$ cat src/rtl/basys_keypad_scan_pkg.sv
// Shared types for the keypad scanner: scan FSM states, frame-result encoding and key map.
// The encoding is shared by basys_keypad_scan and keypad_debounce.
package basys_keypad_scan_pkg;

  typedef enum logic [1:0] {
    ST_IDLE,
    ST_DRIVE,
    ST_SAMPLE,
    ST_FRAME_END
  } scan_state_t;

  // A frame result is either a 4-bit hex code (bit 4 clear) or KEY_NONE.
  typedef logic [4:0] frame_t;
  localparam frame_t KEY_NONE = 5'h10;

  // Indexed by {row, col}: r0 = 1 2 3 A, r1 = 4 5 6 B, r2 = 7 8 9 C, r3 = 0 F E D.
  localparam logic [15:0][3:0] KEY_MAP = 64'hDEF0_C987_B654_A321;

  // Lowest pressed row of one column wins; pressed is active-high here.
  function automatic frame_t encode_col(input logic [3:0] pressed, input logic [1:0] col);
    frame_t res;
    res = KEY_NONE;
    for (int unsigned i = 0; i < 4; i++) begin
      if (res == KEY_NONE && pressed[i]) begin
        res = {1'b0, KEY_MAP[{2'(i), col}]};
      end
    end
    return res;
  endfunction

endpackage

$ cat src/rtl/keypad_debounce.sv
// Debounces per-frame keypad results into key_code / key_valid / key_held.
// Define KEYPAD_REPEAT_EN to re-pulse key_valid every REPEAT_SCANS frames while held.
module keypad_debounce
  import basys_keypad_scan_pkg::*;
#(
  parameter int unsigned DEBOUNCE_SCANS = 4
`ifdef KEYPAD_REPEAT_EN
  , parameter int unsigned REPEAT_SCANS = 50
`endif
) (
  input  logic       clk,
  input  logic       reset,
  input  frame_t     frame_res_i,
  input  logic       frame_end_i,
  output logic [3:0] key_code_o,
  output logic       key_valid_o,
  output logic       key_held_o
);

  localparam int unsigned DB_W = $clog2(DEBOUNCE_SCANS + 1);
  localparam logic [DB_W-1:0] DB_MAX = DB_W'(DEBOUNCE_SCANS);

  frame_t          prev_q;
  frame_t          reported_q;
  logic [DB_W-1:0] cnt_q;
  logic [DB_W-1:0] cnt_d;
  logic [3:0]      key_code_q;
  logic            key_valid_q;
  logic            key_held_q;
  logic            stable;

`ifdef KEYPAD_REPEAT_EN
  localparam int unsigned REP_W = (REPEAT_SCANS > 1) ? $clog2(REPEAT_SCANS) : 1;
  localparam logic [REP_W-1:0] REP_LAST = REP_W'(REPEAT_SCANS - 1);
  logic [REP_W-1:0] rep_q;
`endif

  always_comb begin
    cnt_d = DB_W'(1);
    if (frame_res_i == prev_q) begin
      cnt_d = (cnt_q == DB_MAX) ? cnt_q : cnt_q + 1'b1;
    end
    stable = (cnt_d == DB_MAX);
  end

  always_ff @(posedge clk) begin
    if (reset) begin
      prev_q      <= KEY_NONE;
      reported_q  <= KEY_NONE;
      cnt_q       <= '0;
      key_code_q  <= '0;
      key_valid_q <= 1'b0;
      key_held_q  <= 1'b0;
`ifdef KEYPAD_REPEAT_EN
      rep_q       <= '0;
`endif
    end else begin
      key_valid_q <= 1'b0;
      if (frame_end_i) begin
        prev_q <= frame_res_i;
        cnt_q  <= cnt_d;
        if (stable) begin
          if (frame_res_i == KEY_NONE) begin
            key_held_q <= 1'b0;
            reported_q <= KEY_NONE;
`ifdef KEYPAD_REPEAT_EN
            rep_q      <= '0;
`endif
          end else if (frame_res_i != reported_q) begin
            key_code_q  <= frame_res_i[3:0];
            key_valid_q <= 1'b1;
            key_held_q  <= 1'b1;
            reported_q  <= frame_res_i;
`ifdef KEYPAD_REPEAT_EN
            rep_q       <= '0;
`endif
          end
`ifdef KEYPAD_REPEAT_EN
          else if (rep_q == REP_LAST) begin
            key_valid_q <= 1'b1;
            rep_q       <= '0;
          end else begin
            rep_q <= rep_q + 1'b1;
          end
`endif
        end
      end
    end
  end

  assign key_code_o  = key_code_q;
  assign key_valid_o = key_valid_q;
  assign key_held_o  = key_held_q;

endmodule

$ cat src/rtl/basys_keypad_scan.sv
// 4x4 Pmod keypad scanner: column drive FSM, row synchroniser, priority encode, debounce.
// Optional auto-repeat in keypad_debounce is enabled by defining KEYPAD_REPEAT_EN.
module basys_keypad_scan
  import basys_keypad_scan_pkg::*;
#(
  parameter int unsigned SETTLE_CYCLES  = 1000,
  parameter int unsigned DEBOUNCE_SCANS = 4,
  parameter int unsigned REPEAT_SCANS   = 50
) (
  input  logic       clk,
  input  logic       reset,
  input  logic [3:0] row,
  output logic [3:0] col,
  output logic [3:0] key_code,
  output logic       key_valid,
  output logic       key_held
);

  if (SETTLE_CYCLES < 2 || DEBOUNCE_SCANS < 1 || REPEAT_SCANS < 1) begin : g_param_check
    $error("basys_keypad_scan: parameter out of range");
  end

  localparam int unsigned CNT_W = (SETTLE_CYCLES > 2) ? $clog2(SETTLE_CYCLES) : 1;
  localparam logic [CNT_W-1:0] LAST_DRIVE = CNT_W'(SETTLE_CYCLES - 2);

  scan_state_t      state_q;
  logic [CNT_W-1:0] cnt_q;
  logic [1:0]       col_idx_q;
  logic [3:0]       col_q;
  logic [3:0]       sync1_q;
  logic [3:0]       sync2_q;
  frame_t           acc_q;
  frame_t           acc_d;
  frame_t           col_res;

  // Column 0 restarts the frame; later columns only fill in if nothing was found yet.
  always_comb begin
    col_res = encode_col(~sync2_q, col_idx_q);
    acc_d   = acc_q;
    if (col_idx_q == 2'd0 || acc_q == KEY_NONE) begin
      acc_d = col_res;
    end
  end

  // FRAME_END doubles as the first col0 drive cycle, so the frame stays 4*SETTLE_CYCLES long.
  always_ff @(posedge clk) begin
    if (reset) begin
      state_q   <= ST_IDLE;
      cnt_q     <= '0;
      col_idx_q <= '0;
      col_q     <= '1;
      sync1_q   <= '1;
      sync2_q   <= '1;
      acc_q     <= KEY_NONE;
    end else begin
      sync1_q <= row;
      sync2_q <= sync1_q;
      unique case (state_q)
        ST_IDLE: begin
          state_q   <= ST_DRIVE;
          cnt_q     <= '0;
          col_idx_q <= '0;
          col_q     <= 4'b1110;
        end
        ST_DRIVE, ST_FRAME_END: begin
          state_q <= (cnt_q == LAST_DRIVE) ? ST_SAMPLE : ST_DRIVE;
          cnt_q   <= cnt_q + 1'b1;
        end
        ST_SAMPLE: begin
          acc_q     <= acc_d;
          cnt_q     <= '0;
          col_idx_q <= col_idx_q + 2'd1;
          col_q     <= {col_q[2:0], col_q[3]};
          state_q   <= (col_idx_q == 2'd3) ? ST_FRAME_END : ST_DRIVE;
        end
        default: state_q <= ST_IDLE;
      endcase
    end
  end

  assign col = col_q;

  keypad_debounce #(
    .DEBOUNCE_SCANS(DEBOUNCE_SCANS)
`ifdef KEYPAD_REPEAT_EN
    , .REPEAT_SCANS(REPEAT_SCANS)
`endif
  ) u_debounce (
    .clk        (clk),
    .reset      (reset),
    .frame_res_i(acc_q),
    .frame_end_i(state_q == ST_FRAME_END),
    .key_code_o (key_code),
    .key_valid_o(key_valid),
    .key_held_o (key_held)
  );

endmodule
$ cat config.mk
export PLATFORM = sky130hd
export DESIGN_NAME = basys_keypad_scan
export DESIGN_NICKNAME = d
export VERILOG_FILES = /design/src/rtl/basys_keypad_scan_pkg.sv /design/src/rtl/keypad_debounce.sv /design/src/rtl/basys_keypad_scan.sv
export SDC_FILE = /design/constraint.sdc
export NUM_CORES = 1
export LEC_CHECK = 0
export CELL_PAD_IN_SITES_DETAIL_PLACEMENT = 1
export CELL_PAD_IN_SITES_GLOBAL_PLACEMENT = 2
export CORE_AREA = 5 5 89 91
export DETAILED_ROUTE_END_ITERATION = 10
export DIE_AREA = 0 0 94 96
export PLACE_DENSITY = 0.83
export SYNTH_ARGS = -nofsm -noshare
export SYNTH_HDL_FRONTEND = slang
export SYNTH_SLANG_ARGS = --single-unit
export TNS_END_PERCENT = 20
$ cat constraint.sdc
create_clock -name clk -period 1.54 [get_ports clk]
set_input_delay 0.231 -clock clk [delete_from_list [all_inputs] [get_ports clk]]
set_output_delay 0.231 -clock clk [all_outputs]
set_load 0.02 [all_outputs]
### Yosys cells after proc, flatten, opt, wreduce, memory -nomap -nowiden

Index checks and enable logic that the tools add are counted.

* bits in latches: 0
* bits in writable memories: 0
* memories: 0
* bits in read-only memories: 0
* output and inout port bits: 10
* bits in registers: 50

* $mul: 0
* multiplexer cells: 25
* bitwise operators: 4
* equal/unequal tests: 13
* add/sub/neg operators: 3
* magnitude comparators: 4
* shift-type cells: 0
* reductions and logical operators: 14
* divide/modulo/power cells: 0

Operator list (count)
* $bmux W4 S2: 4
* $mux W5: 6
* $eq A5 B5 Y1 const B: 4
* $pmux W10 S2: 1
* $mux W4: 4
* $add A10 B1 Y10 const B: 1
* $eq A10 B10 Y1 const B: 1
* $lt A4 B5 Y1 const B: 2
* $pmux W4 S2: 1
* $eq A2 B2 Y1 const B: 3
* $eq A3 B3 Y1 const B: 2
* $mux W3: 2
* $pmux W2 S3: 1
* $eq A5 B5 Y1: 1
* $lt A2 B5 Y1 const B: 1
* $lt A3 B5 Y1 const B: 1
* $ne A5 B5 Y1: 1
* $logic_not A2 Y1: 2
* $mux W2: 2
* $not A4 Y4: 1
* $pmux W2 S2: 1
* $reduce_and A4 Y1: 1
* $reduce_bool A2 Y1: 2
* $reduce_or A2 Y1: 2
* other kinds (10): 16

### Logic depth before layout (Yosys ltp)

* depth after elaboration: 12
* gate-level depth with buffers: 8

### Hierarchy

From an unflattened synthesis, not the netlist that was laid out.

* cell total of the unflattened synthesis: 255
* area total of the unflattened synthesis: 2324.7 um2

Modules (own cells, without submodules)
* basys_keypad_scan: cells each 148, seq. area each 620.6 um2, times used 1, area each 1370.1 um2
* keypad_debounce: cells each 107, seq. area each 380.4 um2, times used 1, area each 954.7 um2

### Worst setup path after synthesis

OpenSTA, ideal clock, no wires.

* path type: register to register
* from: register u_debounce.cnt_q[0]
* to: register u_debounce.reported_q[0]
* arrival: 1.585 ns
* library setup time: 0.072 ns
* cell stages (with the launch flop): 9
* path slack: -0.117 ns
* path through: dfxtp_1 -> inv_1 -> ha_1 -> nand2_1 -> or3_1 -> o31ai_2 -> o211a_1 -> buf_6 -> mux2i_1

* longest elaborated chain between the ends: 5
* elaborated cells between the ends (all ways): 6
* classes of those cells: add/sub (1); eq/ne (2); mux (2); reduce/logical (1)

RTL lines
* start, declared: line keypad_debounce.sv:25 `logic [DB_W-1:0] cnt_q;`
* start signal, assigned: line keypad_debounce.sv:61 `cnt_q <= cnt_d;`
* $add A3 B1 Y3 / $eq A3 B3 Y1 (equally long branches): line keypad_debounce.sv:41 `cnt_d = (cnt_q == DB_MAX) ? cnt_q : cnt_q + 1'b1;`
* $mux W3 (*): line keypad_debounce.sv:41
* $mux W3 (*): line keypad_debounce.sv:40 `if (frame_res_i == prev_q) begin`
* $eq A3 B3 Y1 (*): line keypad_debounce.sv:43 `stable = (cnt_d == DB_MAX);`
* $reduce_and A3 Y1 (no source line) (*)
* end signal, assigned: line keypad_debounce.sv:73 `reported_q <= frame_res_i;`
* end, declared: line keypad_debounce.sv:24 `frame_t reported_q;`

Every way passes the cells marked *; elsewhere a longest branch is shown, timed or not.
A chain may end at the register's enable or synchronous reset.

### Final worst setup path

* from: register u_debounce.cnt_q[0]
* to: register u_debounce.key_code_q[3], in the netlist u_debounce.key_code_o[3]

* longest elaborated chain between the ends: 5
* elaborated cells between the ends (all ways): 6
* classes of those cells: add/sub (1); eq/ne (2); mux (2); reduce/logical (1)

RTL lines
* $add A3 B1 Y3 / $eq A3 B3 Y1 (equally long branches): line keypad_debounce.sv:41
* $mux W3 (*): line keypad_debounce.sv:41
* $mux W3 (*): line keypad_debounce.sv:40
* $eq A3 B3 Y1 (*): line keypad_debounce.sv:43
* $reduce_and A4 Y1 (no source line) (*)
* end signal, assigned: line keypad_debounce.sv:70 `key_code_q <= frame_res_i[3:0];`
* end, declared: line keypad_debounce.sv:27 `logic [3:0] key_code_q;`

Marked as above.

==> results.json <==
{
  "status": "complete, but fails checks",
  "violations": "negative setup slack",
  "critPathLaunch": "u_debounce.cnt_q[0]",
  "synth_area_sq_um": 2230,
  "design.die.area_sq_um": 9020,
  "period_needed_ns": 1.65,
  "place_area_sq_um": 2740,
  "whs_ns": 0.419,
  "grt-ovfl-total": 0,
  "rsz0062_at_grt": "true",
  "rr_startpoint": "u_debounce.cnt_q[0]",
  "start_kind": "flip-flop",
  "place_inst": 379,
  "cp-end-kind": "flip-flop",
  "yosysUniqueCellTypes": 43,
  "synth_top_cell_area_share_pct": 44.8,
  "drt_iter0_drc": 61,
  "max-vdd-ir-drop_uv": 344,
  "cp_max_fo": 6,
  "syn_to_final_growth_pct": 30.2,
  "finalWirelength_microns": 4900,
  "slowest_stage": "dfxtp_4",
  "post-route-cell-area_sq_um": 2910,
  "synthAdderAreaFrac_pct": 3.92,
  "clk_pin_slew_ns": 0.09,
  "insertion_delay_ns": 0.30,
  "utilization_pct": 41.2,
  "ios": 16,
  "finalMaxSlewViolations": 0,
  "htree_levels": 2,
  "dr.pass1.iters": 3,
  "core.rowCount": 31,
  "synth.net_count": 255,
  "post_drt_via_cell_ratio": 4.60,
  "synth_area_leaders": "dfxtp_1, mux2i_1, ha_1, nor2_1, nand2b_1",
  "grt_max_degree": 15,
  "first_global_vias": 1818,
  "slew_headroom_pct": 71.3,
  "crit_arrival_ns": 1.84,
  "synthMuxAreaShare_pct": 5.38,
  "worst_r2r_endpoint": "u_debounce.key_code_o[3]",
  "fin_crit_sh_pct": 107,
  "initial_utilization_pct": 31.7,
  "hold_depth": 1,
  "antenna_found_initial": 0,
  "synth_cells": 242,
  "holdCritPathClass": "flip-flop to flip-flop",
  "seq_area_frac_synth_pct": 44.8,
  "dp_hpwl_microns": 3730,
  "synth_common_cells": "dfxtp_1, nor2_1, a21oi_1, nand2_1",
  "worstPathRequired_ns": 1.73,
  "power_leakage_nw": 1.17,
  "fin_tns_setup_ns": -0.602,
  "die_height_microns": 96,
  "synthFlopType": "dfxtp_1",
  "reg2reg_depth": 8,
  "synth_compound_area_share_pct": 11.2,
  "grt_first_pass_wirelength_microns": 8490,
  "max_freq_ghz": 0.607,
  "power_density_nw_per_um2": 755,
  "grtUsageTotal_pct": 11.8,
  "die_x_microns": 94,
  "nNetsFinal": 304,
  "nFillCells": 863,
  "worst-setup-path-type": "flip-flop to flip-flop",
  "cts.path.max_buffers": 2,
  "cts_buffers": 5,
  "drc": 0,
  "antenna_cells": 0,
  "ys_ff_latch": 50,
  "place_congestion": 0.842,
  "core_sq_um": 7060,
  "tightestPinTransition_ns": 0.424,
  "yosysTopAreaCell": "dfxtp_1",
  "avgSynthCellArea_sq_um": 9.23,
  "synth-async-reset-ratio_pct": 0,
  "synth_xor_area_share_pct": 6.27,
  "root_buffer": "clkbuf_8",
  "finalSetupViolCount": 11,
  "drive_above_1_share_pct": 24.7,
  "portBuffers": 15,
  "worstPathCellList": "inv_4 -> ha_4 -> nand2_2 -> or3_4 -> o31ai_4 -> buf_4 -> nand4b_4 -> mux2i_1",
  "drv_cap": 0,
  "regToRegSetupSlack_ns": -0.11,
  "numClockSinks": 50,
  "yosys_warnings": 0,
  "synth_top_family_by_area": "simple AND/OR/NAND/NOR gates",
  "synth_simple_gate_area_share_pct": 25.3,
  "wl_per_cell_microns": 12.5,
  "finClkSkew_ns": 0.00604,
  "finalNonFillerCells": 391,
  "vias": 1800,
  "min-delay-start": "sync1_q[3]",
  "hold_end": "sync2_q[3]",
  "cpPeakStageDelay_ns": 0.37,
  "ant_nets": 0,
  "cts_tree": "done",
  "layout_setup_ws_ns": -0.107,
  "hold_viol_final": 0,
  "yosysMostFrequentCell": "dfxtp_1",
  "synth_edf_count": 0
}
==> final cells by class <==
class                           instances  area, sq um  share of cell area [%]
Sequential cell                        50         1010                    34.8
Multi-Input combinational cell        175         1210                    41.7
Clock buffer                            7         86.3                    2.97
Clock inverter                          1         5.00                   0.172
Timing Repair Buffer                   52          440                    15.1
Tap cell                               99          124                    4.26
Inverter                                7         28.8                   0.989
==> where the power goes <==
group	internal (mW)	switching, mW
combinational	0.0490	0.0458
sequential	1.31	0.0122
clock	0.363	0.422
total	1.72	0.480
==> state kept, by name, indices dropped and copies added, names as in the netlist <==
name and cells:
u_debounce.prev_q 5, u_debounce.key_code_o 4, sync1_q 4, cnt_q 10, acc_q 5, sync2_q 4, u_debounce.key_valid_o 1, u_debounce.reported_q 5
state_q 2, col_idx_q 2, col 4, u_debounce.cnt_q 3, u_debounce.key_held_o 1
==> through the flow <==
step	setup slack [ns]	power [mW]
3_3_place_gp	-0.0606	1.44
2_1_floorplan	-0.0292	1.40
4_1_cts	-0.0981	2.24
5_1_grt	-0.217	2.30
3_5_place_dp	-0.139	1.45
6_report	-0.107	2.20
==> what timing repair did <==
| item | CTS | global route |
|---|---|---|
| setup endpoints to repair | 10 | 23 |
| hold buffers | 0 | 0 |
| setup buffers | 2 | 2 |
| pin swaps | 1 | 6 |
| cloned | 0 | 0 |
| resized for setup | 2 | 19 |
==> cell families (layout without fill, tap and decap cells) <==
family | count (synthesis) | count (layout)
multiplexers | 12 | 12
AO/OA/AOI/OAI | 39 | 39
XOR/XNOR | 16 | 16
flip-flops | 50 | 50
buffers and inverters | 17 | 67
adder cells (fa/ha/maj) | 7 | 7
AND/OR/NAND/NOR | 101 | 101
==> critical path: cells and delay by family, from the launching register on <==
kind	cells	cell delay [ns]
compound gates	1	0.07
fa+ha+maj	1	0.16
buf+inv	2	0.22
flops	1	0.37
mux	1	0.16
simple gates	3	0.56
==> routing by layer <==
layer / GRT usage (%) / part of all wire [%] / vias to the layer above
li1: - / - / 925
met1: 13.6 / 44 / 855
met2: 21.2 / 52 / 13
met3: 2.74 / 2.6 / 7
met4: 4.33 / 1.5 / 0
met5: 0 / 0 / -
==> cells in the final DEF, fill, tap and decap left out, types with 2 or more instances in the layout <==
| cell type | synthesis | routed |
|---|---|---|
| a211o_1 | 2 | 2 |
| a211oi_1 | 2 | 2 |
| mux2i_1 | 12 | 11 |
| ha_1 | 7 | 5 |
| o21bai_1 | 3 | 3 |
| clkdlybuf4s50_1 | 0 | 10 |
| or2b_1 | 2 | 2 |
| o21ai_0 | 7 | 6 |
| xnor2_1 | 7 | 7 |
| o22ai_1 | 2 | 2 |
| inv_1 | 7 | 5 |
| dlymetal6s2s_1 | 0 | 5 |
| nor2_1 | 22 | 21 |
| and3_1 | 3 | 3 |
| clkbuf_8 | 0 | 6 |
| nor3_1 | 4 | 4 |
| xor2_1 | 9 | 9 |
| nand2b_1 | 13 | 13 |
| buf_4 | 0 | 37 |
| or2_2 | 8 | 8 |
| dfxtp_2 | 0 | 5 |
| nor3b_1 | 4 | 4 |
| nand2_1 | 14 | 13 |
| nand4_1 | 2 | 2 |
| nor2b_1 | 5 | 5 |
| a21oi_1 | 14 | 14 |
| nand3_1 | 13 | 13 |
| or3_1 | 3 | 2 |
| dfxtp_1 | 50 | 44 |
==> worst max path at each step <==
stage,end,slack [ns]
2_1_floorplan,u_debounce.reported_q[0],-0.03
3_3_place_gp,u_debounce.reported_q[1],-0.06
3_5_place_dp,u_debounce.reported_q[2],-0.14
4_1_cts,u_debounce.key_code_o[2],-0.1
5_1_grt,u_debounce.key_code_o[3],-0.22
6_report,u_debounce.key_code_o[3],-0.11
Note: power is estimated with default switching activity, not from simulation.
==> patch 1 (same settings) <==
`DEBOUNCE_SCANS` is set to 4 in 2 places; all go to 8.
--- a/src/rtl/keypad_debounce.sv
+++ b/src/rtl/keypad_debounce.sv
@@ -4,5 +4,5 @@
   import basys_keypad_scan_pkg::*;
 #(
-  parameter int unsigned DEBOUNCE_SCANS = 4
+  parameter int unsigned DEBOUNCE_SCANS = 8
 `ifdef KEYPAD_REPEAT_EN
   , parameter int unsigned REPEAT_SCANS = 50
--- a/src/rtl/basys_keypad_scan.sv
+++ b/src/rtl/basys_keypad_scan.sv
@@ -5,5 +5,5 @@
 #(
   parameter int unsigned SETTLE_CYCLES  = 1000,
-  parameter int unsigned DEBOUNCE_SCANS = 4,
+  parameter int unsigned DEBOUNCE_SCANS = 8,
   parameter int unsigned REPEAT_SCANS   = 50
 ) (
Check against the original RTL: same outputs for any inputs over 10 cycles, from zero or initial values and one cycle with reset high; that may be too few to reach the edited logic, so the function may still have changed.
==> patch 1 against the original RTL <==
Routed wire length is 25% higher. Worst setup slack worse by 0.015 ns. Sequential share of layout area is 2.7 points lower. Hold slack worse by 0.0023 ns. Cell area is 11% higher. The flow still finishes with violations (setup timing). Largest power group unchanged. Critical endpoint is now u_debounce.key_code_o[0]. Area after synthesis is 11% higher. Power is 11% higher. Sequential cell count is 1 higher. Core utilization is 4.5 points higher. Highest routed layer unchanged.
==> patch 1: results (changes against the original RTL) <==
- The post-detailed-route via-to-cell ratio was 4.99 (was 4.60).
- The maximum number of pins on one net before global-route repair came to 17 (was 15).
- The worst slew slack as a fraction of its limit is 73.8% (was 71.3%).
- The fraction of final layout cells with drive strength greater than 1 was 30.3% (was 24.7%).
- The detailed-placement wirelength estimate is 4640 um (was 3730 um).
- The fraction of synthesized cell area in xor and xnor cells is 6.03% (was 6.27%).
- The final-layout setup total negative slack is -1.03 ns (was -0.602 ns).
- The global-route usage over all layers is 14.5% (was 11.8%).
- The cell class contributing the biggest share of worst-path delay is compound AO/OA/AOI/OAI gates (was simple AND/OR/NAND/NOR gates).
- The via count of the first global-routing pass is 2185 (was 1818).
- List of most frequent post-synthesis cells: dfxtp_1, nand2_1, a21oi_1 (was dfxtp_1, nor2_1, a21oi_1, nand2_1).
- The final clock skew came to 0.0130 ns (was 0.00604 ns).
- The worst flop-to-flop path endpoint is u_debounce.key_code_o[0] (was u_debounce.key_code_o[3]).
- The total nets after synthesis came to 289 (was 255).
- The net count reported at finish is 343 (was 304).
- The depth of the most critical reg-to-reg path is 7 (was 8).
- The latest clock arrival within the worst-skew pair is 0.32 ns (was 0.30 ns).
- Outcome: finished, violations left (unchanged).
- The global-route wire length before repair was 10400 um (was 8490 um).
- The number of different library cells in the post-synthesis netlist was 54 (was 43).
- The worst setup slack after layout was -0.122 ns (was -0.107 ns).
- The maximum resistive drop on vdd is 0.372 mV (was 0.344 mV).
- The count of filler cells inserted in the layout came to 839 (was 863).
- The final-report setup violation count is 12 (was 11).
- The placed cell count is 419 (was 379).
- Violated checks: setup timing (unchanged).
- The switching power came to 531 uW (was 480 uW).
[patch 1: cell types whose count changed in the layout (fill, tap and decap cells not counted), sizes merged, moves of 5 or more]
cell    before  now
a21oi       14   20
buf         37   45
inv          7   14
mux2i       12    2
nand2       14   25
nand2b      13    1
nand3       13   21
o21ai        7   17
xnor2        7   12
[patch 1: worst min-delay path by stage]
stage                          start         end  cells after the start
final                     sync1_q[1]  sync2_q[1]                      1
after global routing      sync1_q[2]  sync2_q[2]                      1
after CTS                 sync1_q[1]  sync2_q[1]                      1
after detailed placement  sync1_q[1]  sync2_q[1]                      1
after global placement    sync1_q[3]  sync2_q[3]                      1
after floorplan               row[0]  sync1_q[0]                      1
[patch 1: layout make-up]
| type | count | area (um2) | share of cell area [%] |
|---|---|---|---|
| inverters | 13 | 51.3 | 1.59 |
| clock buffers | 6 | 82.6 | 2.56 |
| multi-input cells | 198 | 1390 | 43.2 |
| repair buffers | 60 | 504 | 15.6 |
| clock inverters | 2 | 38.8 | 1.20 |
| flip-flops and latches | 51 | 1030 | 32.0 |
| well taps | 99 | 124 | 3.84 |
[patch 1: logic make-up (layout without fill, tap and decap cells)]
family | Yosys count | in the layout
and+or+nand+nor | 111 | 111
AOI/OAI and AO/OA | 60 | 60
DFF | 51 | 51
buffers and inverters | 26 | 81
xor gates and xnor gates | 17 | 17
adders and majority gates | 8 | 8
muxes | 2 | 2
[patch 1: metal layers]
metal	part of all wire (%)	vias up	wire length, um	GRT usage (%)
li1	-	1063	-	-
met1	46	1055	2790	17.9
met2	51	17	3130	25.8
met3	1.9	6	115	2.42
met4	1.4	0	85	4.69
met5	0	-	0	0
[patch 1: what timing repair did]
action                                  4_1_cts  5_1_grt
endpoints found under the hold margin         0        0
gates resized for setup                      16       19
endpoints found under the setup margin       22       24
pin swaps                                    10        6
buffers inserted                              1        1
==> patch 2 (same settings) <==
Without the edit above. Make the reset (`reset`) asynchronous in 2 clocked blocks.
--- a/src/rtl/keypad_debounce.sv
+++ b/src/rtl/keypad_debounce.sv
@@ -44,5 +44,5 @@
   end
 
-  always_ff @(posedge clk) begin
+  always_ff @(posedge clk or posedge reset) begin
     if (reset) begin
       prev_q      <= KEY_NONE;
--- a/src/rtl/basys_keypad_scan.sv
+++ b/src/rtl/basys_keypad_scan.sv
@@ -44,5 +44,5 @@
 
   // FRAME_END doubles as the first col0 drive cycle, so the frame stays 4*SETTLE_CYCLES long.
-  always_ff @(posedge clk) begin
+  always_ff @(posedge clk or posedge reset) begin
     if (reset) begin
       state_q   <= ST_IDLE;
Function: differs if reset is asserted again (counterexample within 4 cycles, from zero or initial values and one cycle with reset high); with reset held inactive, the same outputs for 10 cycles.
==> patch 2 against the original RTL <==
The run still ends with setup timing left. Non-clock buffer count down 6. Routed wire length down 3.3%. Sequential share of layout area up 6.7 points. Cell area up 5.2%. Clock skew up 0.0031 ns. Sequential cell count unchanged. Power up 5.4%. Global-route usage about the same. Area after synthesis up 5.8%. Worst setup slack worse by 0.44 ns. Largest power group unchanged.
==> patch 2: results (changes against the original RTL) <==
- The total nets after synthesis was 214 (was 255).
- The global-route wire length before repair came to 8230 um (was 8490 um).
- The dominant synthesized flop cell is dfrtp_1 (was dfxtp_1).
- The clock network power consumption came to 912 uW (was 785 uW).
- The average cell area after synthesis is 11.9 um2 (was 9.23 um2).
- The net count reported at finish is 260 (was 304).
- The via count of the first global-routing pass is 1734 (was 1818).
- The depth of the most critical reg-to-reg path is 7 (was 8).
- The maximum resistive drop on vdd is 0.380 mV (was 0.344 mV).
- The global-route usage over all layers came to 11.8% (about the same).
- List of most frequent post-synthesis cells: dfrtp_1, nand2_1, dfstp_2, mux2_2 (was dfxtp_1, nor2_1, a21oi_1, nand2_1).
- The cell class contributing the biggest share of worst-path delay is compound AO/OA/AOI/OAI gates (was simple AND/OR/NAND/NOR gates).
- The complex-gate fraction of the synthesized area is 9.63% (was 11.2%).
- The total of cells resized after clock tree synthesis is 9 (was 2).
- The worst flop-to-flop path startpoint was u_debounce.cnt_q[0] (unchanged).
- The sequential cell area fraction in the yosys report was 53.7% (was 44.8%).
- The routed length per instance was 13.7 um (was 12.5 um).
- The worst slew slack as a fraction of its limit is 77.0% (was 71.3%).
- The fraction of final layout cells with drive strength greater than 1 is 35.8% (was 24.7%).
- The met1 routed wirelength after detailed routing is 2130 um (was 2160 um).
- The final clock skew came to 0.00913 ns (was 0.00604 ns).
- The post-detailed-route via-to-cell ratio came to 4.52 (was 4.60).
- The maximum number of pins on one net before global-route repair came to 24 (was 15).
- The power drawn by the combinational cells is 61.5 uW (was 94.8 uW).
- The standby leakage power was 0.00148 uW (was 0.00117 uW).
- The biggest fanout along the worst timing path was 4 (was 6).
- The fraction of synthesized area in multiplexers is 7.57% (was 5.38%).
- The final-report setup violation count came to 12 (was 11).
- The detailed-placement wirelength estimate is 3440 um (was 3730 um).
- Outcome: finished, violations left (unchanged).
- The final-layout setup total negative slack is -4.97 ns (was -0.602 ns).
- The detailed route wirelength on metal2 is 2430 um (was 2530 um).
- The DRC violation total after the first TritonRoute iteration is 16 (was 61).
- Violated checks: setup timing (unchanged).
- The worst setup slack after layout came to -0.547 ns (was -0.107 ns).
[patch 2: cell types whose count changed in the layout (fill, tap and decap cells not counted), moves of 5 or more]
| cell | unedited run | this run |
|---|---|---|
| mux2i_1 | 11 | 1 |
| and2_1 | 1 | 6 |
| a21oi_1 | 14 | 6 |
| dfrtp_1 | 0 | 35 |
| dfxtp_2 | 5 | 0 |
| nor2_1 | 21 | 8 |
| dfxtp_1 | 44 | 0 |
| mux2_2 | 0 | 11 |
| or2_2 | 8 | 0 |
| nand2b_1 | 13 | 2 |
| nand3_1 | 13 | 5 |
| dfstp_2 | 0 | 15 |
| buf_4 | 37 | 26 |
[patch 2: cell type report]
class | instances | area [um2] | share of cell area [%]
clock buffer | 7 | 76.3 | 2.49
clock inverter | 1 | 30.0 | 0.981
inverter | 11 | 41.3 | 1.35
multi-input combinational | 131 | 1090 | 35.7
sequential | 50 | 1270 | 41.5
tap | 99 | 124 | 4.05
timing repair buffer | 46 | 427 | 13.9
